**config.mk**
```make
export PLATFORM = sky130hd
export DESIGN_NAME = spi_cmd_sequencer
export DESIGN_NICKNAME = d
export VERILOG_FILES = /design/src/rtl/spi_seq_pkg.sv /design/src/rtl/spi_seq_fifo.sv /design/src/rtl/spi_cmd_sequencer.sv
export SDC_FILE = /design/constraint.sdc
export NUM_CORES = 1
export LEC_CHECK = 0
export ABC_AREA = 1
export BUFFER_PORTS_ARGS = -buffer_cell sky130_fd_sc_hd__buf_4
export CORE_ASPECT_RATIO = 1.25
export CORE_MARGIN = 1
export CORE_UTILIZATION = 54
export CTS_CLUSTER_DIAMETER = 150
export DETAILED_ROUTE_END_ITERATION = 12
export MAX_ROUTING_LAYER = met4
export PLACE_DENSITY = 0.77
export SYNTH_ARGS = -nofsm -noshare
export SYNTH_HDL_FRONTEND = slang
export SYNTH_HIERARCHICAL = 1
export SYNTH_SLANG_ARGS = --single-unit
```
**constraint.sdc**
```tcl
create_clock -name clk -period 3.05 [get_ports clk]
set_input_delay 0.1525 -clock clk [delete_from_list [all_inputs] [get_ports clk]]
set_output_delay 0.1525 -clock clk [all_outputs]
set_load 0.03 [all_outputs]
```
**src/rtl/spi_seq_pkg.sv**
```systemverilog
// Shared types for the SPI command sequencer: FSM state encoding, command-word class codes
// and the bit range of the class field.
package spi_seq_pkg;

  typedef enum logic [2:0] {
    ST_IDLE      = 3'd0,
    ST_FETCH     = 3'd1,
    ST_ISSUE     = 3'd2,
    ST_GAP       = 3'd3,
    ST_WAIT_DONE = 3'd4
  } seq_state_e;

  localparam logic [1:0] CLS_CTRL = 2'b10;
  localparam logic [1:0] CLS_DATA = 2'b01;
  localparam int         CLS_MSB  = 31;
  localparam int         CLS_LSB  = 30;

  function automatic logic [1:0] word_class(input logic [31:0] word);
    return word[CLS_MSB:CLS_LSB];
  endfunction

endpackage

```
**src/rtl/spi_seq_fifo.sv**
```systemverilog
// Synchronous DEPTH x WIDTH command FIFO; the oldest word is visible on dout while not empty.
// clear has priority over push and pop.
module spi_seq_fifo #(
  parameter int DEPTH = 16,
  parameter int WIDTH = 32
) (
  input  logic                     clk,
  input  logic                     rst,
  input  logic                     clear,
  input  logic                     push,
  input  logic                     pop,
  input  logic [WIDTH-1:0]         din,
  output logic [WIDTH-1:0]         dout,
  output logic                     full,
  output logic                     empty,
  output logic [$clog2(DEPTH):0]   count
);

  localparam int AW = $clog2(DEPTH);

  logic [WIDTH-1:0] mem_q [DEPTH];
  logic [AW-1:0]    wr_ptr_q, rd_ptr_q;
  logic [AW:0]      count_q;
  logic             do_push, do_pop;

  assign full    = (count_q == (AW+1)'(DEPTH));
  assign empty   = (count_q == '0);
  assign do_push = push && !full && !clear;
  assign do_pop  = pop && !empty && !clear;
  assign dout    = mem_q[rd_ptr_q];
  assign count   = count_q;

  // NOTE: storage carries no reset; only the pointers and count define which entries are valid.
  always_ff @(posedge clk) begin
    if (do_push) mem_q[wr_ptr_q] <= din;
  end

  // NOTE: sequential state uses non-blocking assignments so every register samples pre-edge values.
  always_ff @(posedge clk) begin
    if (rst || clear) begin
      wr_ptr_q <= '0;
      rd_ptr_q <= '0;
      count_q  <= '0;
    end else begin
      if (do_push) wr_ptr_q <= wr_ptr_q + AW'(1);
      if (do_pop)  rd_ptr_q <= rd_ptr_q + AW'(1);
      count_q <= count_q + (AW+1)'(do_push) - (AW+1)'(do_pop);
    end
  end

endmodule

```
**src/rtl/spi_cmd_sequencer.sv**
```systemverilog
// Replays buffered host command words to the SPI master as ep_dataout + trigger strobes.
// Optional WAIT_DONE watchdog enabled by defining SPI_SEQ_TIMEOUT_EN.
module spi_cmd_sequencer
  import spi_seq_pkg::*;
#(
  parameter int DEPTH          = 16,
  parameter int GAP_CYCLES     = 4,
  parameter int TIMEOUT_CYCLES = 4096
) (
  input  logic                   clk,
  input  logic                   rst,
  input  logic [31:0]            cmd_data,
  input  logic                   cmd_valid,
  output logic                   cmd_ready,
  input  logic                   go,
  input  logic                   flush,
  output logic [31:0]            ep_dataout,
  output logic                   trigger,
  input  logic                   hostinterrupt,
  output logic                   busy,
  output logic                   done,
  output logic [$clog2(DEPTH):0] fifo_count,
  output logic                   bad_cmd,
  output logic                   timeout
);

  localparam int GW = $clog2(GAP_CYCLES + 1);

  if (DEPTH < 2 || (DEPTH & (DEPTH - 1)) != 0) begin : g_bad_depth
    $error("DEPTH must be a power of 2 and >= 2");
  end
  if (GAP_CYCLES < 1 || TIMEOUT_CYCLES < 1) begin : g_bad_cycles
    $error("GAP_CYCLES and TIMEOUT_CYCLES must be >= 1");
  end

  seq_state_e  state_q;
  logic [31:0] ep_q;
  logic        trigger_q, done_q, bad_cmd_q, is_data_q, hi_pend_q;
  logic [GW-1:0] gap_q;

  logic [31:0] fifo_dout;
  logic        fifo_full, fifo_empty, fifo_pop, fifo_clear, timeout_fire, hi_seen;
  logic [1:0]  head_cls;

  assign head_cls   = word_class(fifo_dout);
  assign hi_seen    = hostinterrupt || hi_pend_q;
  assign fifo_pop   = (state_q == ST_FETCH) && !fifo_empty;
  assign fifo_clear = flush || timeout_fire;

  spi_seq_fifo #(.DEPTH(DEPTH), .WIDTH(32)) u_fifo (
    .clk   (clk),
    .rst   (rst),
    .clear (fifo_clear),
    .push  (cmd_valid),
    .pop   (fifo_pop),
    .din   (cmd_data),
    .dout  (fifo_dout),
    .full  (fifo_full),
    .empty (fifo_empty),
    .count (fifo_count)
  );

`ifdef SPI_SEQ_TIMEOUT_EN
  localparam int TW = $clog2(TIMEOUT_CYCLES + 1);
  logic [TW-1:0] to_cnt_q;
  logic          timeout_q;

  assign timeout_fire = (state_q == ST_WAIT_DONE) && !hi_seen && !flush &&
                        (to_cnt_q == TW'(TIMEOUT_CYCLES - 1));

  always_ff @(posedge clk) begin
    if (rst) begin
      to_cnt_q  <= '0;
      timeout_q <= 1'b0;
    end else begin
      to_cnt_q <= (state_q == ST_WAIT_DONE && !flush) ? to_cnt_q + TW'(1) : '0;
      if (!flush && state_q == ST_IDLE && go) timeout_q <= 1'b0;
      else if (timeout_fire)                  timeout_q <= 1'b1;
    end
  end
  assign timeout = timeout_q;
`else
  assign timeout_fire = 1'b0;
  assign timeout      = 1'b0;
`endif

  always_ff @(posedge clk) begin
    if (rst) begin
      state_q   <= ST_IDLE;
      ep_q      <= '0;
      trigger_q <= 1'b0;
      done_q    <= 1'b0;
      bad_cmd_q <= 1'b0;
      is_data_q <= 1'b0;
      hi_pend_q <= 1'b0;
      gap_q     <= '0;
    end else begin
      trigger_q <= 1'b0;
      done_q    <= 1'b0;
      if (flush) begin
        state_q   <= ST_IDLE;
        hi_pend_q <= 1'b0;
      end else begin
        case (state_q)
          ST_IDLE: begin
            if (go) begin
              state_q   <= ST_FETCH;
              bad_cmd_q <= 1'b0;
            end
          end
          ST_FETCH: begin
            hi_pend_q <= 1'b0;
            if (fifo_empty) begin
              state_q <= ST_IDLE;
              done_q  <= 1'b1;
            end else if (head_cls != CLS_CTRL && head_cls != CLS_DATA) begin
              bad_cmd_q <= 1'b1;
            end else begin
              ep_q      <= fifo_dout;
              is_data_q <= (head_cls == CLS_DATA);
              trigger_q <= 1'b1;
              state_q   <= ST_ISSUE;
            end
          end
          ST_ISSUE: begin
            if (hostinterrupt) hi_pend_q <= 1'b1;
            gap_q   <= GW'(GAP_CYCLES - 1);
            state_q <= ST_GAP;
          end
          ST_GAP: begin
            // A fast master may finish while we are still spacing; remember it.
            if (hostinterrupt) hi_pend_q <= 1'b1;
            if (gap_q == '0) state_q <= is_data_q ? ST_WAIT_DONE : ST_FETCH;
            else             gap_q   <= gap_q - GW'(1);
          end
          ST_WAIT_DONE: begin
            if (hi_seen) begin
              state_q   <= ST_FETCH;
              hi_pend_q <= 1'b0;
            end else if (timeout_fire) begin
              state_q <= ST_IDLE;
              done_q  <= 1'b1;
            end
          end
          default: state_q <= ST_IDLE;
        endcase
      end
    end
  end

  assign cmd_ready  = !fifo_full;
  assign ep_dataout = ep_q;
  assign trigger    = trigger_q;
  assign done       = done_q;
  assign bad_cmd    = bad_cmd_q;
  assign busy       = (state_q != ST_IDLE);

endmodule

```
==> results of run 1 <==
==> area by class of cell <==
class                           count  area, um^2  area share
Clock inverter                     26         352      0.0124
Timing Repair Buffer              157        1470      0.0518
Sequential cell                   572       16600       0.585
Multi-Input combinational cell   1318        5990       0.211
Clock buffer                       76        1580      0.0556
Inverter                          437        1650      0.0581
Tap cell                          578         723      0.0255
Antenna cell                        1        2.50   0.0000883
==> flip-flops by register name, summed over array words and instances, names as in the netlist, named ones only <==
name / flops
u_fifo/mem_q: 512
ep_dataout: 32
u_fifo/count: 5
u_fifo/rd_ptr_q: 4
u_fifo/wr_ptr_q: 4
gap_q: 3
state_q: 3
bad_cmd: 1
done: 1
hi_pend_q: 1
is_data_q: 1
trigger: 1
==> cells by family after synthesis <==
logic type / Yosys count
AND/OR/NAND/NOR: 1244
flip-flops: 572
buffers and inverters: 561
AO/OA/AOI/OAI: 55
adder cells (fa/ha/maj): 15
XOR/XNOR: 3
other: 1
==> metal layers <==
| layer | share of wire | vias to the layer above | GRT usage |
|---|---|---|---|
| li1 | - | 8109 | - |
| met1 | 0.37 | 8468 | 0.335 |
| met2 | 0.49 | 942 | 0.456 |
| met3 | 0.094 | 218 | 0.0356 |
| met4 | 0.046 | 0 | 0.131 |
| met5 | 0 | - | - |
==> critical path, delay by kind of cell, from the launching register on <==
kind	cells	cell delay, ps
adders and majority gates	4	1020
buffers and inverters	6	520
AOI/OAI and AO/OA	1	150
DFF	1	350
and+or+nand+nor	5	570
==> power by group <==
group          switching, W  internal, W  leakage, nW
clock network       0.00287      0.00429        0.957
logic              0.000288     0.000133         5.88
registers         0.0000160      0.00857         5.10
total               0.00318       0.0130         11.9
==> placed cells by master (no fill, tap or decap), types with 17 or more instances in the layout <==
| master | count |
|---|---|
| clkbuf_16 | 55 |
| inv_1 | 431 |
| dfxtp_1 | 56 |
| edfxtp_1 | 512 |
| dlygate4sd3_1 | 36 |
| nand2_1 | 734 |
| nand3_1 | 397 |
| a21oi_1 | 44 |
| nor2_1 | 34 |
| nand4_1 | 36 |
| buf_4 | 105 |
| nand2_2 | 17 |
==> metrics by stage <==
step                      setup TNS, ps  utilization  hold WS, ps  cells  setup WS (ps)
after floorplan                   -6560            -          251   2451          -17.1
after global placement                0        0.575          446   3026            441
after detailed placement              0        0.575          451   3026            386
after CTS                             0        0.626         9.82   3164            370
after global routing                  0        0.626         38.9   3165            118
final                                 0        0.626         33.0   3165            338
==> worst paths after layout <==
| check | startpoint | endpoint | slack (ps) | cells after the start |
|---|---|---|---|---|
| min reg2reg | ep_dataout[29]$_SDFFE_PP0P_ | ep_dataout[29]$_SDFFE_PP0P_ | 480 | 2 |
| max reg2reg | u_fifo/count[2]$_SDFF_PP0_ | u_fifo/count[4]$_SDFF_PP0_ | 340 | 16 |
| max | u_fifo/count[2]$_SDFF_PP0_ | u_fifo/count[4]$_SDFF_PP0_ | 340 | 16 |
| min | rst | trigger$_SDFF_PP0_ | 30 | 2 |
==> metrics.cfg, run 1 <==
[timing]
setup_violations = 0
slew_headroom = 0.271
grt_setup_unrepaired = false
worstMarginPinSlew_ps = 1090
fin_skew_ps = 19.5
drv_slew = 0
hold_viol_final = 0
fmax_mhz = 369
post-route-period-util = 0.889
fin_crit_ps = 2710

[synth]
ys_ff_latch = 572
synthTopCellsByCount = nand2_1 (734), edfxtp_1 (512), inv_1 (432)
synth_edf_count = 512
syn-cell-area_um2 = 24900
synth-main-ff-cell = edfxtp_1
synth_compound_area_frac = 0.0113
synth_nets = 2504
synth_top_area_frac = 0.617
ys_async_sr_fraction = 0
synth_warnings = 6
synthDistinctLibCells = 32
synth-xor-area-share = 0.00105
yosysTopAreaCell = edfxtp_1
ys_seq_area_frac = 0.665
yosysMostFrequentCell = nand2_1
synth_top_family_by_area = simple AND/OR/NAND/NOR gates
yosys.area_share.simple = 0.215
yosys-top-cells-area = edfxtp_1 (62%), nand2_1 (11%), nand3_1 (8.0%)
synth_mux_area_frac = 0
synth_area_per_cell_um2 = 10.2
netlist_instances = 2451
synth_fa_ha_area_frac = 0.00784

[cells_and_area]
drive_gt1_frac = 0.0998
fillers = 3314
syn_to_final_growth_pct = 13.8
finish.net_count = 2593
fin_area_um2 = 28300

[clock_tree]
htree_levels = 2
cts_resized = 0
clock_sinks = 572
post-cts-setup-buffer-count = 0
clock_path_buffers = 3
clkTransAtPathRegs_ps = 60
holdBufCountCts = 36
cts_tree = done
clkLatencyLatePin_ps = 600
cts-root-buf = clkbuf_16
numCtsBuffers = 54

[die]
fp.dieH_um = 242
core_area_um2 = 45300
die_w_um = 194
placementRows = 87
die_area_um2 = 47000
ios = 81
start_util = 0.550

[worst_setup_path]
cpPeakStageDelay_ps = 420
critPathMaxFanout = 5
slowest_stage = fa_1
crit_type = reg2reg
crit_top_cell = inv_1
critPathArrivalTime_ps = 3190
startpoint_type = register
path_cells = inv_1 -> ha_1 -> nand3_1 -> inv_1 -> nor2_8 -> nand3_1 -> inv_1 -> ha_1 -> inv_1 -> ha_1 -> inv_1 -> fa_1 -> inv_1 -> nand3_1 -> a21oi_1 -> nor2_1
end_kind = register
cp.required_ps = 3530

[routing]
ant_nets = 0
first_pass_iters = 5
vias = 17700
wirelength_mm = 62.1
first_iter_violations = 1919
viasPerCell = 5.60
drc = 0
wire_per_inst_um = 19.6

[grt]
grt_pass1_wl_mm = 96.6
grt_pass1_vias = 17700
grtUsageTotal = 0.275
antenna_found_initial = 1
overflow = 0
grt_max_degree = 153

[place]
portBuffers = 79
place.gp.congestion = 0.874
dp.final_hpwl_mm = 32.8
post_dp_cell_area_um2 = 26100

[run]
cap_violations = 0

[power_and_ir_drop]
ir_worst_vdd_mv = 0.539
fin_total_pwr_w = 0.0162
p_leak_nw = 11.9
power_density_nw_per_um2 = 570

[hold_path]
min_path_type = in2reg

[run_status]
status = complete, no violations

No activity file was read; power rests on OpenSTA's default activity.
==> run 2, diff against run 1 <==
--- a/config.mk
+++ b/config.mk
@@ -7,7 +7,7 @@
 export LEC_CHECK = 0
 export ABC_AREA = 1
 export BUFFER_PORTS_ARGS = -buffer_cell sky130_fd_sc_hd__buf_4
-export CORE_ASPECT_RATIO = 1.25
+export CAP_MARGIN = 20
 export CORE_MARGIN = 1
 export CORE_UTILIZATION = 54
 export CTS_CLUSTER_DIAMETER = 150
==> metrics.cfg, run 2 (synthesized netlist as in run 1, its figures left out) <==
[place]
portBuffers = 79
dp.final_hpwl_mm = 33.6
place_inst = 3066
post-place-ws_ps = 317
place.gp.congestion = 0.840
post_dp_cell_area_um2 = 26100

[routing]
first_iter_violations = 2147
ant_nets = 0
wire_per_inst_um = 19.1
drc = 0
viasPerCell = 5.51
vias = 17700
first_pass_iters = 10
wirelength_mm = 61.5

[clock_tree]
clkLatencyLatePin_ps = 640
cts-root-buf = clkbuf_16
clkTransAtPathRegs_ps = 60
cts_tree = done
htree_levels = 2
clock_path_buffers = 3
cts_resized = 0
numCtsBuffers = 57
clock_sinks = 572

[timing]
worstMarginPinSlew_ps = 1050
grt_setup_unrepaired = false
hold_viol_final = 0
setup_violations = 0
fmax_mhz = 362
fin_ws_ps = 291
post-route-period-util = 0.904
slew_headroom = 0.301
fin_crit_ps = 2760
fin_skew_ps = 34.9
drv_slew = 0

[cells_and_area]
layout_common_cells = nand2_1 (734), edfxtp_1 (512), inv_1 (431)
layoutNonFillerInstCount = 3211
drive_gt1_frac = 0.105
final_common_cell = nand2_1
fin_area_um2 = 28500
largest_reg_flops = 512
largest-register = u_fifo/mem_q
finish.net_count = 2614
fillers = 3440
syn_to_final_growth_pct = 14.4

[die]
die_area_um2 = 47000
fp.dieH_um = 217
die_w_um = 217
placementRows = 78
ios = 81
core_area_um2 = 45500
start_util = 0.548

[worst_setup_path]
crit_type = reg2reg
r2r_start = u_fifo/count[3]$_SDFF_PP0_
r2r_cells = 16
startpoint_type = register
slowest_stage = fa_1
cpLargestDelayFamily = adder cells
critPathArrivalTime_ps = 3270
crit_top_cell = inv_1
cpPeakStageDelay_ps = 410
r2r-end = u_fifo/count[4]$_SDFF_PP0_
cp.depth = 16
path_buf_inv = 6
critPathMaxFanout = 5
r2r_slack_ps = 290
path_cells = inv_1 -> ha_1 -> nand3_1 -> inv_1 -> nor2_8 -> nand3_1 -> inv_1 -> ha_1 -> inv_1 -> ha_1 -> inv_1 -> fa_1 -> inv_1 -> nand3_1 -> a21oi_1 -> nor2_1
end_kind = register
cp.required_ps = 3560

[hold_path]
hold_start = go
min_path_type = in2reg
holdPathEnd = bad_cmd$_SDFFE_PP0P_
whs_path_depth = 7

[grt]
grt_pass1_vias = 17300
grt_pass1_wl_mm = 95.0
grt_max_degree = 97
overflow = 0
antenna_found_initial = 2
grtUsageTotal = 0.274

[power_and_ir_drop]
fin_total_pwr_w = 0.0164
p_leak_nw = 12.0
power_density_nw_per_um2 = 576
ir_worst_vdd_mv = 0.486

[run]
cap_violations = 0

[run_status]
status = complete, no violations

run 2: worst max path at each step:
| stage | end | slack, ps | from |
|---|---|---|---|
| 2_1_floorplan | u_fifo/mem_q[0][0]$_DFFE_PP_ | -20 | u_fifo/count[2]$_SDFF_PP0_ |
| 5_1_grt | u_fifo/count[4]$_SDFF_PP0_ | 50 | u_fifo/count[2]$_SDFF_PP0_ |
| 6_report | u_fifo/count[4]$_SDFF_PP0_ | 290 | u_fifo/count[3]$_SDFF_PP0_ |
| 3_5_place_dp | u_fifo/count[4]$_SDFF_PP0_ | 320 | u_fifo/count[2]$_SDFF_PP0_ |
| 3_3_place_gp | u_fifo/count[4]$_SDFF_PP0_ | 390 | u_fifo/count[3]$_SDFF_PP0_ |
| 4_1_cts | u_fifo/count[4]$_SDFF_PP0_ | 300 | u_fifo/count[2]$_SDFF_PP0_ |
run 2: tightest hold or removal path, cell delays in order:
cell     delay [ps]
buf_4            80
inv_1            30
nand3_1         110
nand2_1          60
inv_1            70
a21oi_1          60
nor2_1           90
run 2: power breakdown:
part | internal, W | switching, W
combinational | 0.000135 | 0.000290
sequential | 0.00857 | 0.0000156
clock | 0.00446 | 0.00296
total | 0.0132 | 0.00326
run 2: repair_timing:
item	in CTS	in global routing
hold buffers	36	0
buffers inserted	0	0
endpoints found under the hold margin	528	0
run 2: area by class of cell:
cell class,count,area (um^2),area share
diodes,2,5.00,0.000176
clock buffers,67,1500,0.0528
clock inverters,40,495,0.0174
inverters,437,1650,0.0578
multi-input cells,1318,5990,0.210
flip-flops and latches,572,16600,0.582
well taps,600,751,0.0263
repair buffers,175,1520,0.0532
run 2: stage by stage:
stage | hold slack, ps | TNS, ps | utilization
2_1_floorplan | 251 | -6560 | -
3_3_place_gp | 440 | 0 | 0.574
3_5_place_dp | 446 | 0 | 0.574
4_1_cts | 14.1 | 0 | 0.626
5_1_grt | 40.5 | 0 | 0.626
6_report | 59.3 | 0 | 0.626
run 2: metal layers:
layer  vias to the layer above  GRT usage  routed length (um)
li1                       8164          -                   -
met1                      8330      0.346               23700
met2                      1012      0.443               29200
met3                       173     0.0467                6470
met4                         0      0.109                2130
met5                         -          -                   0
